<file path="src/rtl/hit_judge.sv">
`timescale 1ns/1ps
`default_nettype none
// ============================================================================
// hit_judge : GPIO box-code synchroniser/debouncer, hit FSM and scorer.
// Optional HIT_PENALTY_EN: wrong hits decrement the score.      Rev 1.0
// ============================================================================
module hit_judge #(
  parameter int DEBOUNCE_CYCLES = 50000,
  parameter int LOCKOUT_CYCLES  = 12500000,
  parameter int SOUND_CYCLES    = 5000000
) (
  input  logic        CLOCK_50,
  input  logic        reset,
  input  logic [2:0]  GPIO_1,
  input  logic [2:0]  mif_control_signal,
  output logic [2:0]  box_address,
  output logic        hit_valid,
  output logic [2:0]  hit_box,
  output logic        hit_correct,
  output logic [10:0] score,
  output logic        play_sound
);

  localparam int c_DB_W  = (DEBOUNCE_CYCLES > 2) ? $clog2(DEBOUNCE_CYCLES - 1) : 1;
  localparam int c_LK_W  = (LOCKOUT_CYCLES > 1) ? $clog2(LOCKOUT_CYCLES) : 1;
  localparam int c_SND_W = $clog2(SOUND_CYCLES + 1);

  localparam logic [c_DB_W-1:0]  c_DB_LAST  = c_DB_W'(DEBOUNCE_CYCLES - 2);
  localparam logic [c_LK_W-1:0]  c_LK_LAST  = c_LK_W'(LOCKOUT_CYCLES - 1);
  localparam logic [c_SND_W-1:0] c_SND_LOAD = c_SND_W'(SOUND_CYCLES);
  localparam logic [10:0]        c_SCORE_MAX = 11'h7FF;

  typedef enum logic [1:0] {
    S_IDLE    = 2'd0,
    S_HIT     = 2'd1,
    S_LOCKOUT = 2'd2,
    S_RELEASE = 2'd3
  } state_t;

  logic [2:0]         r_meta;
  logic [2:0]         r_sync;
  logic [2:0]         r_sync_d;
  logic [c_DB_W-1:0]  r_db_cnt;
  logic [2:0]         r_box;
  state_t             r_state;
  state_t             w_next;
  logic [c_LK_W-1:0]  r_lk_cnt;
  logic [2:0]         r_hit_box;
  logic [10:0]        r_score;
  logic [c_SND_W-1:0] r_snd_cnt;
  logic               w_hit_valid;
  logic               w_hit_correct;
`ifdef HIT_PENALTY_EN
  logic               w_hit_wrong;
`endif

  // The counter saturates at DEBOUNCE_CYCLES-2 because the first unchanged
  // edge is the one that clears it; the load edge follows D-1 further edges.
  always_ff @(posedge CLOCK_50) begin
    if (reset) begin
      r_meta   <= 3'd0;
      r_sync   <= 3'd0;
      r_sync_d <= 3'd0;
      r_db_cnt <= '0;
      r_box    <= 3'd0;
    end else begin
      r_meta   <= GPIO_1;
      r_sync   <= r_meta;
      r_sync_d <= r_sync;
      if (r_sync != r_sync_d) begin
        r_db_cnt <= '0;
      end else if (r_db_cnt == c_DB_LAST) begin
        r_box <= r_sync;
      end else begin
        r_db_cnt <= r_db_cnt + c_DB_W'(1);
      end
    end
  end

  always_ff @(posedge CLOCK_50) begin
    if (reset) begin
      r_state <= S_IDLE;
    end else begin
      r_state <= w_next;
    end
  end

  // Target is taken straight from mif_control_signal during the HIT cycle,
  // so a change landing on that cycle is judged with the new value.
  always_comb begin
    w_next        = r_state;
    w_hit_valid   = 1'b0;
    w_hit_correct = 1'b0;
`ifdef HIT_PENALTY_EN
    w_hit_wrong   = 1'b0;
`endif
    case (r_state)
      S_IDLE:    if (r_box != 3'd0) w_next = S_HIT;
      S_HIT: begin
        w_next        = S_LOCKOUT;
        w_hit_valid   = 1'b1;
        w_hit_correct = (mif_control_signal != 3'd0) && (mif_control_signal == r_hit_box);
`ifdef HIT_PENALTY_EN
        w_hit_wrong   = (mif_control_signal != 3'd0) && (mif_control_signal != r_hit_box);
`endif
      end
      S_LOCKOUT: if (r_lk_cnt == c_LK_LAST) w_next = S_RELEASE;
      S_RELEASE: if (r_box == 3'd0) w_next = S_IDLE;
      default:   w_next = S_IDLE;
    endcase
  end

  always_ff @(posedge CLOCK_50) begin
    if (reset || (r_state != S_LOCKOUT)) begin
      r_lk_cnt <= '0;
    end else begin
      r_lk_cnt <= r_lk_cnt + c_LK_W'(1);
    end
  end

  always_ff @(posedge CLOCK_50) begin
    if (reset) begin
      r_hit_box <= 3'd0;
    end else if ((r_state == S_IDLE) && (r_box != 3'd0)) begin
      r_hit_box <= r_box;
    end
  end

  always_ff @(posedge CLOCK_50) begin
    if (reset) begin
      r_score   <= 11'd0;
      r_snd_cnt <= '0;
    end else begin
      if (r_snd_cnt != '0) begin
        r_snd_cnt <= r_snd_cnt - c_SND_W'(1);
      end
      if (w_hit_correct) begin
        r_snd_cnt <= c_SND_LOAD;
        if (r_score != c_SCORE_MAX) begin
          r_score <= r_score + 11'd1;
        end
      end
`ifdef HIT_PENALTY_EN
      else if (w_hit_wrong && (r_score != 11'd0)) begin
        r_score <= r_score - 11'd1;
      end
`endif
    end
  end

  assign box_address = r_box;
  assign hit_valid   = w_hit_valid;
  assign hit_box     = r_hit_box;
  assign hit_correct = w_hit_correct;
  assign score       = r_score;
  assign play_sound  = (r_snd_cnt != '0);

endmodule
`default_nettype wire

</file>
<file path="config.mk">
export PLATFORM = sky130hd
export DESIGN_NAME = hit_judge
export DESIGN_NICKNAME = d
export VERILOG_FILES = /design/src/rtl/hit_judge.sv
export SDC_FILE = /design/constraint.sdc
export NUM_CORES = 1
export LEC_CHECK = 0
export CORE_MARGIN = 10
export CORE_UTILIZATION = 45
export CTS_CLUSTER_DIAMETER = 120
export DETAILED_ROUTE_END_ITERATION = 7
export PLACE_DENSITY_LB_ADDON = 0.05
export SYNTH_ARGS = -nofsm -noshare
export SYNTH_HDL_FRONTEND = slang
export SYNTH_SLANG_ARGS = --single-unit
</file>
<file path="constraint.sdc">
create_clock -name CLOCK_50 -period 2 [get_ports CLOCK_50]
set_clock_uncertainty 0.1 [all_clocks]
set_input_delay 0.4 -clock CLOCK_50 [delete_from_list [all_inputs] [get_ports CLOCK_50]]
set_output_delay 0.4 -clock CLOCK_50 [all_outputs]
set_load 0.03 [all_outputs]
</file>
[After elaboration in Yosys (flattened, before gate mapping)]
Index checks and enable logic that the tools add are counted.
Word-level totals
  flip-flop bits (word level): 91
  latch bits: 0
  memory bits (writable): 0
  bits in read-only memories: 0
  logic and storage cells: 50
  memories: 0
Operators by class
  add/sub/neg operators: 4
  multipliers: 0
  divide/modulo/power cells: 0
  magnitude comparators: 0
  equality and inequality tests: 12
  shift-type cells: 0
  multiplexer cells: 8
  bitwise gates (word level): 1
  reduce and logical (&&, ||, !) cells: 14
Operators with widths (number)
  23-bit two-way mux: 2
  24-bit by 1-bit adder with 24-bit output (second input constant): 1
  24-bit equality test (second input constant): 1
  23-bit nonzero test: 1
  23-bit by 1-bit subtractor with 23-bit output (second input constant): 1
  16-bit by 1-bit adder with 16-bit output (second input constant): 1
  16-bit equality test (second input constant): 1
  11-bit by 1-bit adder with 11-bit output (second input constant): 1
  11-bit != test (second input constant): 1
  2-bit != test (second input constant): 4
  2-bit one-hot mux with 4 select lines: 1
  2-bit two-way mux: 3
  3-bit nonzero test: 2
  2-bit equality test (second input constant): 2
  2-bit AND reduction: 2
  2-bit OR reduction: 2
  3-bit equality test: 1
  3-bit logical NOT: 1
  3-bit != test: 1
  3-bit AND reduction: 1
  2-bit by 1-bit equality test with 1-bit output (second input constant): 1
  1-bit logical AND: 2
  2-bit logical NOT: 1
  1-bit two-way mux: 2
  3 further kinds: 3

[Longest topological paths before layout]
Gate-level depths: netlist (run 1).
  depth in word-level cells: 4
  gate-level depth with buffers: 9
  mapped depth without buffers: 8

[Least setup slack after synthesis (run 1)]
Ideal clock, no wire load.
  path type: reg2out
  from: reg r_hit_box[2], in the netlist hit_box[2]
  to: out hit_correct
  data arrival time: 1606 ps
  setup slack: -106 ps
  stages on the path, launching flop included: 6
  cell sequence: dfxtp_1 nor3b_1 o2111a_1 nor2_1 buf_2 inv_1
On the way
  cells in the longest elaborated chain, start to end: 3
RTL lines
  start, declared: RTL line 48  | logic [2:0] r_hit_box;
  start signal, assigned: RTL line 125  | r_hit_box <= r_box;
  3-bit equality test: RTL line 102  | w_hit_correct = (mif_control_signal != 3'd0) && (mif_control_signal == r_hit_box);
  1-bit logical AND: RTL line 102
  1-bit two-way mux: RTL line 97  | case (r_state)
  end, declared: RTL line 19  | output logic hit_correct,
No other way between the ends.

[Worst setup path in the final report (run 1)]
  from: reg r_snd_cnt[2]
  to: out play_sound
On the way
  cells in the longest elaborated chain, start to end: 1
RTL lines
  start, declared: RTL line 50  | logic [c_SND_W-1:0] r_snd_cnt;
  start signal, assigned: RTL line 135  | r_snd_cnt <= r_snd_cnt - c_SND_W'(1);
  start signal, assigned: RTL line 138  | r_snd_cnt <= c_SND_LOAD;
  23-bit nonzero test: RTL line 156  | assign play_sound = (r_snd_cnt != '0);
  end, declared: RTL line 21  | output logic play_sound
No other way between the ends.

==> results of run 1 <==
sequential cells by signal (all words and copies together), names as in the netlist:
register,count
r_lk_cnt,24
r_snd_cnt,23
r_db_cnt,16
score,11
box_address,3
hit_box,3
r_meta,3
r_sync,3
r_sync_d,3
r_state,2
timing repair:
action	in CTS	in global routing
pin swaps	9	19
setup buffers	5	7
hold buffers	0	0
gates cloned	0	1
resized for setup	45	29
setup endpoints to repair	20	30
area by class of cell:
type,count,area [um^2]
multi-input cells,355,2460
fillers,843,3570
repair buffers,108,916
clock inverters,5,103
well taps,129,161
inverters,16,66.3
clock buffers,10,128
flip-flops and latches,91,1830
cells by family (layout without fill, tap and decap cells):
logic type | after synthesis | count (layout)
simple gates | 216 | 216
flops | 91 | 91
compound gates | 79 | 79
xor+xnor | 50 | 50
buf+inv | 33 | 139
fa+ha+maj | 9 | 9
mux | 1 | 1
synthesized netlist by cell type, types with 12 or more instances:
cell                       n
sky130_fd_sc_hd__inv_1    16
sky130_fd_sc_hd__nand4_1  17
sky130_fd_sc_hd__nor2b_1  12
sky130_fd_sc_hd__xnor2_1  24
sky130_fd_sc_hd__nor2_1   61
sky130_fd_sc_hd__a21oi_1  28
sky130_fd_sc_hd__xor2_1   26
sky130_fd_sc_hd__dfxtp_1  91
sky130_fd_sc_hd__nand2_1  26
sky130_fd_sc_hd__nand3_1  19
sky130_fd_sc_hd__o31ai_1  13
sky130_fd_sc_hd__o21ai_0  12
per-layer routing:
metal	global-route usage (%)	vias up	wire [um]
met4	5.02	0	147
li1	-	1921	-
met2	26.0	49	4920
met3	2.85	17	329
met1	17.4	1753	4300
met5	0	-	0
power by group through the flow:
stage	combinational, W	clock (W)	sequential (W)
after CTS	0.00292	0.00150	0.00220
after global placement	0.00270	0	0.00220
after floorplan	0.00168	0	0.00225
after detailed placement	0.00272	0	0.00220
final	0.00317	0.00146	0.00220
after global routing	0.00352	0.00156	0.00222
worst register-to-register path: stages, from the launching register on:
cell and delay [ns]:
sky130_fd_sc_hd__dfxtp_2 0.34, sky130_fd_sc_hd__inv_4 0.06, sky130_fd_sc_hd__ha_4 0.16, sky130_fd_sc_hd__nand3_4 0.08
sky130_fd_sc_hd__nor3b_4 0.22, sky130_fd_sc_hd__nor2_4 0.08, sky130_fd_sc_hd__buf_6 0.12, sky130_fd_sc_hd__buf_12 0.13
sky130_fd_sc_hd__or4_4 0.50, sky130_fd_sc_hd__a21oi_1 0.12
final timing paths:
kind | slack (ns) | end | from | cells after the start
setup / recovery | -0.18 | play_sound | r_snd_cnt[2] | 4
hold / removal | 0.34 | r_sync[0] | r_meta[0] | 1
setup reg to reg | 0.03 | score[3] | r_state[1] | 9
hold reg to reg | 0.34 | r_sync[0] | r_meta[0] | 1
through the flow:
step	power (W)	cells	setup TNS (ns)
floorplan	0.00393	479	0
global placement	0.00490	687	-10.81
detailed placement	0.00492	687	-11.23
CTS	0.00661	706	-0.280
global route	0.00730	714	-0.627
finish	0.00683	714	-0.238
cells in the final DEF, fill, tap and decap left out, types with 5 or more instances in the layout:
cell                              count
sky130_fd_sc_hd__dfxtp_1             82
sky130_fd_sc_hd__buf_4               76
sky130_fd_sc_hd__nor2_1              60
sky130_fd_sc_hd__a21oi_1             27
sky130_fd_sc_hd__xor2_1              26
sky130_fd_sc_hd__nand2_1             25
sky130_fd_sc_hd__xnor2_1             24
sky130_fd_sc_hd__nand4_1             17
sky130_fd_sc_hd__nand3_1             17
sky130_fd_sc_hd__inv_1               14
sky130_fd_sc_hd__o21ai_0             12
sky130_fd_sc_hd__nor3_1              11
sky130_fd_sc_hd__nor2b_1             11
sky130_fd_sc_hd__clkdlybuf4s50_1     11
sky130_fd_sc_hd__dlygate4sd2_1       11
sky130_fd_sc_hd__o31ai_1             10
sky130_fd_sc_hd__and3_1              10
sky130_fd_sc_hd__clkbuf_8             9
sky130_fd_sc_hd__dfxtp_2              9
sky130_fd_sc_hd__or3_1                8
sky130_fd_sc_hd__or4_1                8
sky130_fd_sc_hd__ha_1                 8
sky130_fd_sc_hd__and4_1               5
sky130_fd_sc_hd__buf_6                5
==> metrics.log, run 1 <==
[metrics] Largest stage delay, worst path: 0.40 ns
[metrics] setup repair after global routing missed its margin: true
[metrics] Final Max Slew Viols: 0
[metrics] Worst-Margin Slew: 0.396 ns
[metrics] internal power summed over all cells: 0.00440 W
[metrics] Floorplan Core Area: 9240 um^2
[metrics] crit path max fanout: 2
[metrics] number of enable flip-flop cells after synthesis: 0
[metrics] relative slew slack: 73.4%
[metrics] final critical-path share of the clock period: 109%
[metrics] family with the most delay on the worst path: simple AND/OR/NAND/NOR gates
[metrics] initial cell density of the core: about 46%
[metrics] compound-gate portion of the synthesized area: around an eighth
[metrics] proportion of register bits with asynchronous set or reset after synthesis: 0%
[metrics] mean cell area of the mapped netlist: slightly below 9 um^2
[metrics] Final Core Density: between 60% and 70%
[metrics] diodes inserted: 0
[metrics] # H-tree levels: 3
[metrics] Synth area leaders: sky130_fd_sc_hd__dfxtp_1 43%, sky130_fd_sc_hd__nor2_1 5.4%, sky130_fd_sc_hd__xor2_1 5.4%, sky130_fd_sc_hd__xnor2_1 4.9%, sky130_fd_sc_hd__a21oi_1 3.3%
[metrics] register clock-pin slew on the reported worst setup and hold paths: 0.09 ns
[metrics] VDD IR max: 0.00134 V
[metrics] dominant register cell in the synthesized netlist: sky130_fd_sc_hd__dfxtp_1
[metrics] part of the Yosys area used for sequential elements: 42.8%
[metrics] required time of the critical path: 1.50 ns
[metrics] total placed instance area: 5140 um^2
[metrics] run status: finished, violations left
[metrics] Clock Path Buffers: 2
[metrics] final setup violating endpoints: 2
[metrics] detail-routed via count per cell: 5.24
[metrics] Die Height: 117 um
[metrics] Power Dens Cells: 1210 nW/um^2
[metrics] largest family of logic cells by synthesized area: simple AND/OR/NAND/NOR gates
[metrics] DR vias: about 3.7k
[metrics] synthesis-to-layout area growth: 33.3%
[metrics] clock tree from TritonCTS: done
[metrics] Post-Synth Simple-Gate Area: 28.4%
[metrics] highest clock frequency the design can meet: between 400 and 500 MHz
[metrics] Die Width: 117 um
[metrics] master of the slowest instance on the critical path: sky130_fd_sc_hd__or3_4
[metrics] count of port buffers added during placement: 27
[metrics] first-pass detailed-route iteration total: 4
[metrics] count of routing violations after the opening detailed-route iteration: approximately 220
[metrics] source-to-sink clock delay at the later pin of the worst-skew pair: 0.35 ns
[metrics] violated checks: setup timing
[metrics] final HPWL from detailed placement: 6900 um
[metrics] proportion of layout cells with a drive suffix above 1: between 20% and 30%
[metrics] overflow left after global routing: 0
[metrics] number of global-route vias before repair: 3,643
[metrics] Top Ports: 28
[metrics] final number of hold-violating endpoints: 0
[metrics] Leakage: 2.16 nW
[metrics] number of nets produced by synthesis: 496
[metrics] pin count of the biggest net entering global routing: 28
[metrics] fraction of power spent switching nets: 35.5%
[metrics] combinational cell fraction of total power: 46.5%
[metrics] Synth Area in XOR/XNOR: approximately a tenth
[metrics] Worst Setup Slack post-DPL: -0.685 ns
[metrics] post-synth top area share: 42.8%
[metrics] Worst Setup Slack, final: -0.184 ns
[metrics] number of antenna-violating nets in the routed design: 0
[metrics] CP Cell Sequence: nor4_4 -> nand2_2 -> or3_4 -> buf_6
[metrics] Post-Syn Area: 4250 um^2
[metrics] library cells used by synthesis: 57
[metrics] Clock Power Share: 21.3%
[metrics] number of register bits inferred by synthesis: 91
[metrics] Psw: 0.00243 W
[metrics] CTS Buf Count: 9
[metrics] Min-Delay Path Class: flop to flop
[metrics] CTS sink count: 91
[metrics] number of antenna violations at the first check in global routing: 0
[metrics] area of the die: about 14,000 um^2
[metrics] last weighted congestion value of the routability-driven placer: 0.844
[metrics] Sequential Power Share: 32.2%
[metrics] wire length of the first global-routing pass: 16,500 um
[metrics] combined global-route utilization of all metal layers: approximately 15%
[metrics] type of element capturing the critical path: output pin
[metrics] Final nets: 598
[metrics] Final Instance Area: between 5000 and 6000 um^2
[metrics] endpoint arrival time on the critical path: 1.68 ns
[metrics] area leader, netlist: sky130_fd_sc_hd__dfxtp_1
[metrics] routed wire length: 9690 um
[metrics] Bufs and invs on worst path: 1
[metrics] count of standard-cell rows: 35
[metrics] multiplexer share of the synthesized area: 0.265%
[metrics] wire length per cell after detailed routing: 13.6 um
[metrics] CP Class: flop to output pin
[metrics] number of DRC violations after detailed routing: 0
[metrics] clock root buffer: sky130_fd_sc_hd__clkbuf_8
[metrics] number of max-cap violations: 0
[metrics] number of warnings issued by yosys: 0
[metrics] Cells after Synth: 479
[metrics] post-synthesis adder-cell area fraction: 2.65%
[metrics] post-route worst hold slack: 0.341 ns
[metrics] final period demand of the worst path: 2.18 ns
[metrics] crit path launch type: flop
Note: power is estimated with default switching activity, not from simulation.
==> run 2, diff against run 1 <==
SETUP_SLACK_MARGIN = 0.3   (was unset)
SKIP_CTS_REPAIR_TIMING = 1   (was unset)
==> run 2 against run 1 <==
  * The run still ends with setup timing left
  * First-iteration DRC count up 5.0%
  * Routed wire length up 17%
  * Final area up 13%
  * Utilization up 7.8 points
  * Non-clock buffer count up 4
  * Sequential share of layout area down 2.7 points
  * Sequential cell count unchanged
  * Register-to-register slack worse by 0.08 ns
  * Largest cell class unchanged
  * Clock power down 8%
  * Critical path depth unchanged
  * Worst setup slack worse by 0.027 ns
==> metrics.log, run 2 (synthesized netlist as in run 1, its figures left out) <==
[metrics] initial cell density of the core: 46.0% (unchanged)
[metrics] Clock Path Buffers: 2 (unchanged)
[metrics] violated checks: setup timing
[metrics] Leakage: 2.53 nW (+17%)
[metrics] leading cell types in the layout, fill and taps excluded: 59 x sky130_fd_sc_hd__buf_4, 53 x sky130_fd_sc_hd__dfxtp_1, 52 x sky130_fd_sc_hd__nor2_1, 27 x sky130_fd_sc_hd__dfxtp_2, 24 x sky130_fd_sc_hd__nand2_1
[metrics] last weighted congestion value of the routability-driven placer: 0.827 (-2.0%)
[metrics] flip-flop count of the largest register, all copies and words added: 24 (unchanged)
[metrics] Die Width: 117 um (unchanged)
[metrics] type of element capturing the critical path: output pin
[metrics] number of DRC violations after detailed routing: 0 (unchanged)
[metrics] endpoint arrival time on the critical path: 1.71 ns (+0.03 ns)
[metrics] wire length per cell after detailed routing: 15.8 um (+16%)
[metrics] CTS sink count: 91 (unchanged)
[metrics] number of antenna-violating nets in the routed design: 0 (unchanged)
[metrics] Final Max Slew Viols: 0 (unchanged)
[metrics] Worst Setup Slack post-DPL: -0.359 ns (+0.326 ns)
[metrics] synthesis-to-layout area growth: 50.2%
[metrics] Total Neg Setup Slack: -0.380 ns (-0.142 ns)
[metrics] CTS Buf Count: 9 (unchanged)
[metrics] CP Class: flop to output pin
[metrics] first-pass detailed-route iteration total: 5 (+1)
[metrics] FF-to-FF setup slack: -0.05 ns (-0.08 ns)
[metrics] proportion of layout cells with a drive suffix above 1: 43.2% (+18 points)
[metrics] Worst Hold Path Cells: 1 (unchanged)
[metrics] diodes inserted: 0 (unchanged)
[metrics] setup repair after global routing missed its margin: true
[metrics] number of antenna violations at the first check in global routing: 0 (unchanged)
[metrics] Top Ports: 28 (unchanged)
[metrics] Worst Hold Launch: r_meta[1]
[metrics] Final nets: 602 (+0.67%)
[metrics] run status: finished, violations left
[metrics] routed wire length: 11,300 um (+17%)
[metrics] count of port buffers added during placement: 27 (unchanged)
[metrics] number of non-filler instances in the completed layout: 719 (+0.70%)
[metrics] combined global-route utilization of all metal layers: 15.1% (+0.38 points)
[metrics] number of max-cap violations: 0 (unchanged)
[metrics] Worst-Margin Slew: 0.421 ns (+0.0254 ns)
[metrics] overflow left after global routing: 0 (unchanged)
[metrics] crit path max fanout: 3 (+1)
[metrics] Die Height: 117 um (unchanged)
[metrics] register clock-pin slew on the reported worst setup and hold paths: 0.09 ns (about the same)
[metrics] Met1 Routed Length: 5020 um (+17%)
[metrics] final critical-path share of the clock period: 111% (+1.3 points)
[metrics] DR vias: 3,909 (+4.5%)
[metrics] uppermost routed layer: met4
[metrics] crit path launch type: flop
[metrics] required time of the critical path: 1.50 ns (about the same)
[metrics] commonest non-fill, non-tap cell in the layout: sky130_fd_sc_hd__buf_4
[metrics] count of standard-cell rows: 35 (unchanged)
[metrics] relative slew slack: 71.9% (-1.5 points)
[metrics] total placed instance area: 5210 um^2 (+1.5%)
[metrics] Detail Route met3 WL: 339 um (+3.0%)
[metrics] met2 layer wire length in the routed design: 5720 um (+16%)
[metrics] reg-to-reg endpoint: r_snd_cnt[11]
[metrics] clock root buffer: sky130_fd_sc_hd__clkbuf_8
[metrics] worst reg2reg path startpoint: r_snd_cnt[3]
[metrics] final HPWL from detailed placement: 7020 um (+1.8%)
[metrics] final period demand of the worst path: 2.21 ns (+0.0268 ns)
[metrics] number of global-route vias before repair: 3,583 (-1.6%)
[metrics] final number of hold-violating endpoints: 0 (unchanged)
[metrics] top flop regs: r_lk_cnt: 24 flops, r_snd_cnt: 23 flops, r_db_cnt: 16 flops
[metrics] register with the most flip-flops: r_lk_cnt
[metrics] post-route worst hold slack: 0.334 ns (-0.00703 ns)
[metrics] # H-tree levels: 3 (unchanged)
[metrics] Cell Count Post-Placement: 679 (-1.2%)
[metrics] area of the die: 13,700 um^2 (unchanged)
[metrics] Floorplan Core Area: 9240 um^2 (unchanged)
[metrics] Min-Delay Path Class: flop to flop
[metrics] count of routing violations after the opening detailed-route iteration: 232 (+5.0%)
[metrics] highest clock frequency the design can meet: 452 MHz (-1.2%)
[metrics] Worst Setup Slack, final: -0.210 ns (-0.0268 ns)
[metrics] detail-routed via count per cell: 5.44 (+3.8%)
[metrics] worst hold path endpoint: r_sync[1]
[metrics] Power Dens Cells: 1260 nW/um^2 (+4.8%)
[metrics] final setup violating endpoints: 3 (+1)
[metrics] Final Instance Area: 6390 um^2 (+13%)
[metrics] pin count of the biggest net entering global routing: 24 (-14%)
[metrics] wire length of the first global-routing pass: 16,700 um (+1.5%)
[metrics] VDD IR max: 0.00180 V (+34%)
[metrics] cell depth of the worst flop-to-flop path: 7 (-2)
[metrics] source-to-sink clock delay at the later pin of the worst-skew pair: 0.37 ns (+0.02 ns)
[metrics] clock tree from TritonCTS: done
-- run 2: changes by cell type in the layout (fill, tap and decap cells not counted), sizes merged --
cell           change
clkinv             +1
dlymetal6s2s      +12
inv                +3
bufinv             -2
clkinvlp           -1
buf                +6
clkdlybuf4s50      -6
dlygate4sd2       -11
clkbuf             +3
-- run 2: worst max path at each step --
stage | cells after the start | start | slack [ns] | endpoint
final | 4 | r_snd_cnt[9] | -0.21 | play_sound
after global placement | 6 | mif_control_signal[2] | -0.35 | hit_correct
after CTS | 6 | r_snd_cnt[0] | -0.67 | play_sound
after global routing | 4 | r_snd_cnt[9] | -0.27 | play_sound
after floorplan | 4 | r_snd_cnt[5] | 0.10 | play_sound
after detailed placement | 6 | mif_control_signal[2] | -0.36 | hit_correct
-- run 2: area by class of cell --
class	instances	area, um^2
Inverter	16	63.8
Fill cell	715	2850
Timing Repair Buffer	112	1070
Sequential cell	91	1900
Clock buffer	10	138
Tap cell	129	161
Multi-Input combinational cell	355	2990
Clock inverter	6	70.1
-- run 2: worst max-delay path: stages (launching register included) --
cell and delay, ns:
sky130_fd_sc_hd__dfxtp_2 0.35, sky130_fd_sc_hd__nor4_4 0.31, sky130_fd_sc_hd__nand2_1 0.15, sky130_fd_sc_hd__or3_4 0.40
sky130_fd_sc_hd__buf_6 0.15
-- run 2: power breakdown --
| group | switching, W | leakage, nW | internal (W) |
|---|---|---|---|
| clock | 0.000709 | 0.108 | 0.000626 |
| combinational | 0.00237 | 1.67 | 0.00215 |
| sequential | 0.000181 | 0.759 | 0.00203 |
| total | 0.00326 | 2.53 | 0.00481 |
-- run 2: per-stage QoR --
step                      utilization [%]  power (W)
final                                69.1    0.00807
after global routing                 69.1    0.00848
after CTS                            58.7    0.00632
after detailed placement             56.4    0.00499
after global placement               56.4    0.00493
after floorplan                         -    0.00398
-- run 2: metal layers --
layer  vias to the layer above  track usage (%)
met5                         -                0
met4                         0             5.44
met3                        23             3.57
met2                        63             25.3
met1                      1884             18.4
li1                       1939                -
